==> config.mk <==
export PLATFORM = sky130hd
export DESIGN_NAME = serpent_inv_sbox_seq
export DESIGN_NICKNAME = d
export VERILOG_FILES = /design/src/rtl/serpent_inv_sbox_seq.sv
export SDC_FILE = /design/constraint.sdc
export NUM_CORES = 1
export LEC_CHECK = 0
export BUFFER_PORTS_ARGS = -buffer_cell sky130_fd_sc_hd__buf_2
export CAP_MARGIN = 20
export CELL_PAD_IN_SITES_DETAIL_PLACEMENT = 1
export CELL_PAD_IN_SITES_GLOBAL_PLACEMENT = 1
export CORE_MARGIN = 2
export CORE_UTILIZATION = 46
export CTS_CLUSTER_DIAMETER = 80
export DETAILED_ROUTE_END_ITERATION = 16
export HOLD_SLACK_MARGIN = 0.15
export PLACE_DENSITY = 0.95
export SETUP_SLACK_MARGIN = 0.2
export SYNTH_ARGS = -nofsm -noshare
export SYNTH_HDL_FRONTEND = slang
export SYNTH_SLANG_ARGS = --single-unit
==> constraint.sdc <==
create_clock -name clk -period 4.63 [get_ports clk]
set_clock_uncertainty 0.05 [all_clocks]
set_input_delay 0.2315 -clock clk [delete_from_list [all_inputs] [get_ports clk]]
set_output_delay 0.2315 -clock clk [all_outputs]
set_load 0.01 [all_outputs]
==> src/rtl/serpent_inv_sbox_seq.sv <==
// Sequential bitsliced Serpent inverse S-box unit (SI0..SI7).
// Accepts one 128-bit block (four 32-bit words) plus a box index, then
// substitutes SLICES_PER_CYCLE bit-slices per clock. The result is
// returned over a valid/ready handshake.
// Optional feature macro: SERPENT_INV_SBOX_SELFCHECK_EN. When it is
// defined, the unit re-applies the forward S-box to the result and flags
// any mismatch on chk_err.
module serpent_inv_sbox_seq #(
    parameter int SLICES_PER_CYCLE = 8
) (
    input  logic        clk,
    input  logic        rst_n,
    input  logic        in_valid,
    output logic        in_ready,
    input  logic [2:0]  in_idx,
    input  logic [31:0] x0,
    input  logic [31:0] x1,
    input  logic [31:0] x2,
    input  logic [31:0] x3,
    output logic        out_valid,
    input  logic        out_ready,
    output logic [31:0] y0,
    output logic [31:0] y1,
    output logic [31:0] y2,
    output logic [31:0] y3,
    output logic        chk_err
);
    localparam int N = 32 / SLICES_PER_CYCLE;
    localparam int CNT_W = (N > 1) ? $clog2(N) : 1;
    localparam logic [CNT_W-1:0] CNT_LAST = CNT_W'(N - 1);

    typedef enum logic [1:0] {IDLE, BUSY, DONE} state_t;

    state_t           state, state_nx;
    logic [CNT_W-1:0] cnt;
    logic [2:0]       idx_q;
    logic [31:0]      w0, w1, w2, w3;
    logic [31:0]      nw0, nw1, nw2, nw3;

    // Inverse S-box lookup; nibble k sits at hex digit k counted from the left
    function automatic logic [3:0] inv_sbox(input logic [2:0] idx, input logic [3:0] nib);
        logic [63:0] t;
        case (idx)
            3'd0:    t = 64'hD3B0A65C1E47F982;
            3'd1:    t = 64'h582EF6C3B4791DA0;
            3'd2:    t = 64'hC9F4BE12036D58A7;
            3'd3:    t = 64'h09A7BE6D35C248F1;
            3'd4:    t = 64'h5083A97E2CB64FD1;
            3'd5:    t = 64'h8F2941DEB6537CA0;
            3'd6:    t = 64'hFA1D536049E72C8B;
            default: t = 64'h306D9EF85CB7A142;
        endcase
        return t[(15 - int'(nib)) * 4 +: 4];
    endfunction

    // Next-state decode of the IDLE -> BUSY -> DONE handshake sequence
    always_comb begin
        state_nx = state;
        case (state)
            IDLE:    if (in_valid)         state_nx = BUSY;
            BUSY:    if (cnt == CNT_LAST)  state_nx = DONE;
            DONE:    if (out_ready)        state_nx = IDLE;
            default:                       state_nx = IDLE;
        endcase
    end

    // State register
    always_ff @(posedge clk or negedge rst_n) begin
        if (!rst_n) state <= IDLE;
        else        state <= state_nx;
    end

    assign in_ready  = (state == IDLE);
    assign out_valid = (state == DONE);

    // Substitute the group of slices selected by cnt; all others pass through
    always_comb begin
        nw0 = w0;
        nw1 = w1;
        nw2 = w2;
        nw3 = w3;
        for (int j = 0; j < SLICES_PER_CYCLE; j++) begin
            logic [4:0] pos;
            logic [3:0] sub;
            pos = 5'(int'(cnt) * SLICES_PER_CYCLE + j);
            sub = inv_sbox(idx_q, {w3[pos], w2[pos], w1[pos], w0[pos]});
            nw0[pos] = sub[0];
            nw1[pos] = sub[1];
            nw2[pos] = sub[2];
            nw3[pos] = sub[3];
        end
    end

    // Working registers, captured index and slice counter
    always_ff @(posedge clk or negedge rst_n) begin
        if (!rst_n) begin
            w0    <= '0;
            w1    <= '0;
            w2    <= '0;
            w3    <= '0;
            idx_q <= '0;
            cnt   <= '0;
        end else begin
            case (state)
                IDLE: if (in_valid) begin
                    w0    <= x0;
                    w1    <= x1;
                    w2    <= x2;
                    w3    <= x3;
                    idx_q <= in_idx;
                    cnt   <= '0;
                end
                BUSY: begin
                    w0 <= nw0;
                    w1 <= nw1;
                    w2 <= nw2;
                    w3 <= nw3;
                    if (cnt == CNT_LAST) cnt <= '0;
                    else                 cnt <= cnt + 1'b1;
                end
                default: ;
            endcase
        end
    end

    assign y0 = w0;
    assign y1 = w1;
    assign y2 = w2;
    assign y3 = w3;

`ifdef SERPENT_INV_SBOX_SELFCHECK_EN
    logic [31:0] c0, c1, c2, c3;
    logic        mism;

    // Forward S-box lookup, same digit ordering as inv_sbox
    function automatic logic [3:0] fwd_sbox(input logic [2:0] idx, input logic [3:0] nib);
        logic [63:0] t;
        case (idx)
            3'd0:    t = 64'h38F1A65BED42709C;
            3'd1:    t = 64'hFC27905A1BE86D34;
            3'd2:    t = 64'h86793CAFD1E40B52;
            3'd3:    t = 64'h0FB8C963D124A75E;
            3'd4:    t = 64'h1F83C0B6254A9E7D;
            3'd5:    t = 64'hF52B4A9C03E8D671;
            3'd6:    t = 64'h72C5846BE91FD3A0;
            default: t = 64'h1DF0E82B74CA9356;
        endcase
        return t[(15 - int'(nib)) * 4 +: 4];
    endfunction

    // Forward-map the completed block (including this cycle's slices) back to the input
    always_comb begin
        mism = 1'b0;
        for (int i = 0; i < 32; i++) begin
            if (fwd_sbox(idx_q, {nw3[i], nw2[i], nw1[i], nw0[i]}) != {c3[i], c2[i], c1[i], c0[i]})
                mism = 1'b1;
        end
    end

    // Input copy and registered mismatch flag
    always_ff @(posedge clk or negedge rst_n) begin
        if (!rst_n) begin
            c0      <= '0;
            c1      <= '0;
            c2      <= '0;
            c3      <= '0;
            chk_err <= 1'b0;
        end else if (state == IDLE && in_valid) begin
            c0      <= x0;
            c1      <= x1;
            c2      <= x2;
            c3      <= x3;
            chk_err <= 1'b0;
        end else if (state == BUSY && cnt == CNT_LAST) begin
            chk_err <= mism;
        end
    end
`else
    assign chk_err = 1'b0;
`endif

endmodule

==> summary.md, run 1 <==
| Metric | Value |
|---|---|
| Status | `aborted with a tool error` |
| Stage reached | `global routing (5_1_grt)` |
| Stop err | `[ERROR GRT-0232] Routing congestion too high. Check the congestion heatmap in the GUI.` |
| Root Buffer | `clkbuf_16` |
| Largest net degree at the start of global routing | `116` |
| Commonest cells in the netlist | `136 x nand2_1, 135 x clkbuf_1, 135 x dfrtp_1` |
| Synthesis-stage register bit count | `135` |
| Register area share after synthesis | `22.8%` |
| Initial cell density of the core | `46.9%` |
| Cell count after placement | `2397` |
| H-tree levels | `4` |
| Dominant cells by area after synthesis | `dfrtp_1 23%, a22oi_1 6.7%, mux4_2 5.2%` |
| CTS buffer count | `17` |
| GPL Wtd Cong | `1.03` |
| Yosys top cell area share | `22.8%` |
| Syn Nets | `2034` |
| Worst EP post-GRT repair | `y3[0]$_DFFE_PN0P_/D` |
| Die H | `184 um` |
| Synth Flop Type | `dfrtp_1` |
| # IOs | `266` |
| Cell row count | `65` |
| Count leader, synth | `nand2_1` |
| Post-DP HPWL | `55.0 mm` |
| Largest area contributor in the netlist | `dfrtp_1` |
| Post-Syn Area per Cell | `7.83 sq um` |
| Setup Buffers After CTS | `0` |
| Die Wd | `184 um` |
| WEP type | `register data pin` |
| IO Port Bufs | `between 200 and 300` |
| Mapped Cells | `~1900` |
| Synthesized area | `14800 sq um` |
| EDFF count, synth | `0` |
| Overflow after GRT | `332` |
| Clk sink count | `~140` |
| Synth cell types | `102` |
| GR Util All Layers | `88.8%` |
| Asr flop ratio synth | `100%` |
| Clock Tree Buf Depth | `2` |
| Yosys warnings | `0` |
[cell families after synthesis]
| kind of cell | count (synthesis) | synth area share (%) |
|---|---|---|
| compound gates | 881 | 40.6 |
| simple gates | 473 | 15.7 |
| buf+inv | 248 | 7.32 |
| flops | 135 | 22.8 |
| mux | 113 | 10.9 |
| xor+xnor | 37 | 2.18 |
| fa+ha+maj | 7 | 0.540 |
| other cells | 1 | 0.0253 |
[metal layers]
metal | GRT usage (%) | overflow
met1 | 87.2 | 56
met2 | 96.6 | 113
met3 | 84.7 | 54
met4 | 86.9 | 99
met5 | 70.7 | 10
[timing repair]
| action | 4_1_cts |
|---|---|
| hold endpoints to repair | 231 |
| hold buffers | 131 |
| resized for setup | 0 |
[stage by stage]
step	worst slack, ns	instance area, sq um
after floorplan	2.02	14800
after CTS	0.640	18100
after global placement	0.891	16200
after detailed placement	0.715	16200
==> run 2: changes to the inputs <==
Settings changed: CELL_PAD_IN_SITES_DETAIL_PLACEMENT 1 to not set, CELL_PAD_IN_SITES_GLOBAL_PLACEMENT 1 to not set, CORE_UTILIZATION 46 to 40, CTS_CLUSTER_DIAMETER 80 to not set, HOLD_SLACK_MARGIN 0.15 to not set, PLACE_DENSITY 0.95 to not set, PLACE_DENSITY_LB_ADDON set to 0.15, SETUP_SLACK_MARGIN 0.2 to not set.
==> run 2 against run 1 <==
Effect of this change: the flow now finishes without violations; synthesized cell count stayed put; synthesized area unchanged.
==> summary.md, run 2 <==
| Metric | Value |
|---|---|
| Largest net degree at the start of global routing | `102` |
| RSZ-0062 raised after global routing | `no` |
| Status | `completed` |
| Crit path time final | `3.80 ns` |
| Avg WL per Cell | `27.4 um` |
| EDFF count, synth | `0` |
| CP Cell Sequence | `buf_4 > mux4_2 > nand2b_1 > o221a_2 > nor2_1 > o21ai_0 > a22oi_1 > o21ai_1` |
| Worst min path class | `input port to register` |
| Synthesized area | `14800 sq um` |
| Dominant cells by area after synthesis | `dfrtp_1 23%, a22oi_1 6.7%, mux4_2 5.2%` |
| Initial cell density of the core | `40.6%` |
| Yosys warnings | `0` |
| DRT Pass-1 Iters | `6` |
| Die Wd | `197 um` |
| Finished Core Util | `between 40 and 50%` |
| GPL Wtd Cong | `0.969` |
| DRC viols | `0` |
| Largest area contributor in the netlist | `dfrtp_1` |
| Initial antenna violation count | `1` |
| First-pass GRT wire length | `between 100 and 150 mm` |
| # diodes | `0` |
| Commonest cells in the netlist | `136 x nand2_1, 135 x clkbuf_1, 135 x dfrtp_1` |
| Worst-Skew Late Latency | `0.44 ns` |
| Startpoint Class | `register` |
| Crit-path max cell delay | `1.03 ns` |
| Worst Path Buf+Inv | `1` |
| Die H | `between 150 and 200 um` |
| Layout filler cell count | `3532` |
| Mapped Cells | `roughly 1900` |
| Reg clk slew, reported paths | `0.06 ns` |
| Post-Syn Area per Cell | `7.83 sq um` |
| CP top delay family | `compound AO/OA/AOI/OAI gates` |
| Yosys top cell area share | `22.8%` |
| Critical Path RT | `4.87 ns` |
| Period utilization | `82.1%` |
| Setup TNS | `0 ns` |
| Cell row count | `70` |
| Root Buffer | `clkbuf_16` |
| Register area share after synthesis | `22.8%` |
| CTS tree | `done` |
| Core Region | `36500 sq um` |
| Die area | `38600 sq um` |
| Vias per Instance | `~7.1` |
| Syn Nets | `2034` |
| Final nets | `2222` |
| Synthesis-stage register bit count | `135` |
| Post-route ant nets | `0` |
| Final wirelength | `70.3 mm` |
| Max stage delay cell, worst path | `dfrtp_4` |
| Most common cell after layout, fill and taps aside | `buf_2` |
| Vias in the first global route | `16700` |
| Rel. slew slack | `around 22%` |
| Count leader, synth | `nand2_1` |
| H-tree levels | `4` |
| Post-DP HPWL | `~49 mm` |
| Worst-path fanout max | `62` |
| Clock Tree Buf Depth | `2` |
| P&R area growth vs syn | `18.5%` |
| Max Freq | `263 MHz` |
| Max_cap viols | `0` |
| Initial DRC count | `approximately 2400` |
| Actual slew at the worst max-slew pin | `roughly 1.2 ns` |
| Synth Flop Type | `dfrtp_1` |
| CP Capture Type | `register` |
| Overflow after GRT | `0` |
| Post-CTS Resized | `0` |
| CTS buffer count | `17` |
| Hold Violations, Final | `0` |
| Worst EP arrival | `4.04 ns` |
| Final Max Slew Viols | `0` |
| Synth cell types | `102` |
| Most frequent cells in the layout | `263 x buf_2, 136 x nand2_1, 132 x a22oi_1` |
| WS Path Type | `register to register` |
| Clk sink count | `135` |
| Final number of setup-violating endpoints | `0` |
| Layout cells sized above 1 | `22.8%` |
| IO Port Bufs | `264` |
| Asr flop ratio synth | `100%` |
| Via Count | `18100` |
| # IOs | `266` |
| GR Util All Layers | `a little over a third` |
==> run 2: cell counts after synthesis <==
Identical to the previous run, type by type.
==> run 2: worst paths after layout <==
kind | from | to | slack (ns) | cells past startpoint
min in group asynchronous | rst_n | state[1] | 0.40 | 2
hold / removal | x2[13] | y2[13] | 0.009 | 3
max in group asynchronous | rst_n | y2[23] | 3.02 | 3
setup reg to reg | cnt[1] | y0[2] | 0.83 | 8
setup / recovery | cnt[1] | y0[2] | 0.83 | 8
hold reg to reg | state[1] | state[0] | 0.46 | 1
==> run 2: worst min-delay path, stage by stage <==
cell and delay (ns):
buf_2 0.09, a22oi_1 0.07, o21ai_0 0.07
==> run 2: logic make-up after synthesis <==
family	Yosys count	share of synthesized area [%]
AOI/OAI and AO/OA	881	40.6
xor gates and xnor gates	37	2.18
adders and majority gates	7	0.540
buffers and inverters	248	7.32
DFF	135	22.8
muxes	113	10.9
other	1	0.0253
and+or+nand+nor	473	15.7
==> run 2: area by class of cell <==
type	count	area, sq um	area share [%]
Multi-Input combinational cell	1512	10400	59.1
Sequential cell	135	3400	19.3
Timing Repair Buffer	396	2520	14.4
Tap cell	468	586	3.33
Clock buffer	19	453	2.58
Clock inverter	11	149	0.847
Inverter	21	78.8	0.449
==> run 2: through the flow <==
step | std cells | hold slack (ns) | worst slack [ns] | instance area [sq um]
2_1_floorplan | 1895 | -0.114 | 2.02 | 14800
3_3_place_gp | 2465 | 0.342 | 0.906 | 16300
3_5_place_dp | 2465 | 0.348 | 0.884 | 16300
4_1_cts | 2562 | 0.000239 | 0.874 | 17600
5_1_grt | 2562 | 0.00906 | 0.519 | 17600
6_report | 2562 | 0.00948 | 0.830 | 17600
==> run 2: repair_timing <==
| item | in CTS | in global routing |
|---|---|---|
| hold buffers | 67 | 0 |
| hold endpoints to repair | 166 | 0 |
| buffers inserted | 0 | 0 |
| endpoints found under the setup margin | 0 | 0 |
==> run 2: per-layer routing <==
layer  vias up  track usage [%]  share of wire (%)
met5         -                0              0.023
met4         2             15.8                4.3
met3       195             7.00                 12
met2      1316             51.2                 43
met1      8776             51.4                 41
li1       7803                -                  -
Power of run 2 is left out: the tool's default activity adds up to more than one toggle a clock period on the data nets, which glitch-free logic cannot reach.
==> run 3: changes to the inputs <==
Clock period 4.63 ns to 3.9 ns, I/O delays scaled along.
==> run 3 against run 2 <==
Effect of this change: design area rose by 5.0%; clock-buffer cell count did not move; register-to-register slack got worse by 0.47 ns; fmax rose by 7.5%; setup slack got worse by 0.47 ns; die area did not move; worst hold slack improved by 0.0085 ns; via count rose by 2.0%; non-clock buffer count rose by 95; sequential share of layout area fell by 0.92 points; critical path depth did not move; core utilization rose by 2.4 points; critical endpoint is now y3[8].
==> summary.md, run 3 (synthesis results as in run 2) <==
| Metric | Value |
|---|---|
| DRC viols | `0` |
| Actual slew at the worst max-slew pin | `1.08 ns` |
| Die H | `197 um` |
| WS Path Type | `register to register` |
| Final number of setup-violating endpoints | `0` |
| Worst-path fanout max | `34` |
| H-tree levels | `4` |
| Worst Path Buf+Inv | `2` |
| CTS tree | `done` |
| Vias in the first global route | `~17000` |
| Max Freq | `283 MHz` |
| Clk sink count | `135` |
| Setup WS post-layout | `0.365 ns` |
| Cell row count | `70` |
| Crit path depth | `8` |
| Setup TNS | `0 ns` |
| Reg clk slew, reported paths | `0.06 ns` |
| Core Region | `approximately 37000 sq um` |
| Worst min path class | `input port to register` |
| First-pass GRT wire length | `between 100 and 150 mm` |
| Root Buffer | `clkbuf_16` |
| Status | `completed` |
| Avg WL per Cell | `27.1 um` |
| Layout cells sized above 1 | `a little under a quarter` |
| Crit path capture | `y3[8]` |
| Die Wd | `197 um` |
| P&R area growth vs syn | `24.3%` |
| Overflow after GRT | `0` |
| CP top delay family | `compound AO/OA/AOI/OAI gates` |
| Critical Path RT | `4.15 ns` |
| Die area | `38600 sq um` |
| Critical path origin | `cnt[0]` |
| R2R Path Start | `cnt[0]` |
| Initial cell density of the core | `40.6%` |
| Startpoint Class | `register` |
| Crit path time final | `3.53 ns` |
| Vias per Instance | `6.94` |
| Final nets | `2317` |
| Hold Violations, Final | `0` |
| CP Capture Type | `register` |
| Initial antenna violation count | `0` |
| Via Count | `18500` |
| Max_cap viols | `0` |
| Post-DP HPWL | `just over 50 mm` |
| Period utilization | `90.6%` |
| Initial DRC count | `2395` |
| Max stage delay cell, worst path | `mux4_2` |
| GR Util All Layers | `36.4%` |
| Setup Buffers After CTS | `0` |
| # IOs | `around 270` |
| Crit-path max cell delay | `roughly 0.8 ns` |
| Largest net degree at the start of global routing | `107` |
| Clock Tree Buf Depth | `2` |
| CTS buffer count | `17` |
| IO Port Bufs | `264` |
| Worst R2R Setup Slack | `0.37 ns` |
| Final Max Slew Viols | `0` |
| Most common cell after layout, fill and taps aside | `buf_2` |
| GPL Wtd Cong | `1.01` |
| Worst-Skew Late Latency | `0.44 ns` |
| Most used cell, CP | `buf_4` |
| Most frequent cells in the layout | `263 x buf_2, 136 x nand2_1, 132 x a22oi_1` |
| Worst hold margin | `~0.018 ns` |
| CP Cell Sequence | `buf_4 > mux4_2 > nor2_1 > o21ai_0 > o41ai_1 > a2bb2oi_1 > buf_4 > o21ai_1` |
| RSZ-0062 raised after global routing | `no` |
| Post-route ant nets | `0` |
| Pre-CTS setup slack | `0.525 ns` |
| Finished Core Util | `50.5%` |
| DRT Pass-1 Iters | `7` |
| # diodes | `0` |
| Worst EP arrival | `3.79 ns` |
| Worst r2r dst | `y3[8]` |
| Rel. slew slack | `around 28%` |
| Depth of the most critical reg-to-reg path | `8` |
| Final wirelength | `approximately 72 mm` |
## run 3: worst min-delay path: stages
cell,delay (ns)
buf_2,0.11
a22oi_1,0.08
o21ai_1,0.08
## run 3: cell type report
class | instances | area, sq um
fill | 3496 | 18100
sequential | 135 | 3400
inverter | 21 | 78.8
multi-input combinational | 1512 | 10400
clock buffer | 19 | 453
tap | 468 | 586
clock inverter | 13 | 146
timing repair buffer | 491 | 3400
## run 3: how the worst min path moves through the flow
stage,start,end,slack [ns],cells past startpoint
floorplan,rst_n,cnt[0],-0.15,0
global placement,rst_n,state[1],0.20,1
detailed placement,rst_n,state[1],0.21,1
CTS,x2[25],y2[25],0.002,3
global route,x2[31],y2[31],0.02,3
finish,x3[21],y3[21],0.02,3
## run 3: what timing repair did
item | 4_1_cts | 5_1_grt
hold buffers | 118 | 0
resized for setup | 0 | 0
hold endpoints to repair | 192 | 0
setup endpoints to repair | 0 | 0
## run 3: per-layer routing
| metal | track usage [%] | wire length, um |
|---|---|---|
| met1 | 51.3 | 29900 |
| met2 | 53.7 | 30900 |
| met3 | 7.79 | 8060 |
| met4 | 15.8 | 3200 |
| met5 | 0 | 0 |
## run 3: stage by stage
stage	cell area (sq um)	instances
after CTS	18400	2659
after global placement	16700	2509
after global routing	18400	2659
after detailed placement	16700	2509
after floorplan	14800	1895
final	18400	2659
Power of run 3 is left out for the same reason.
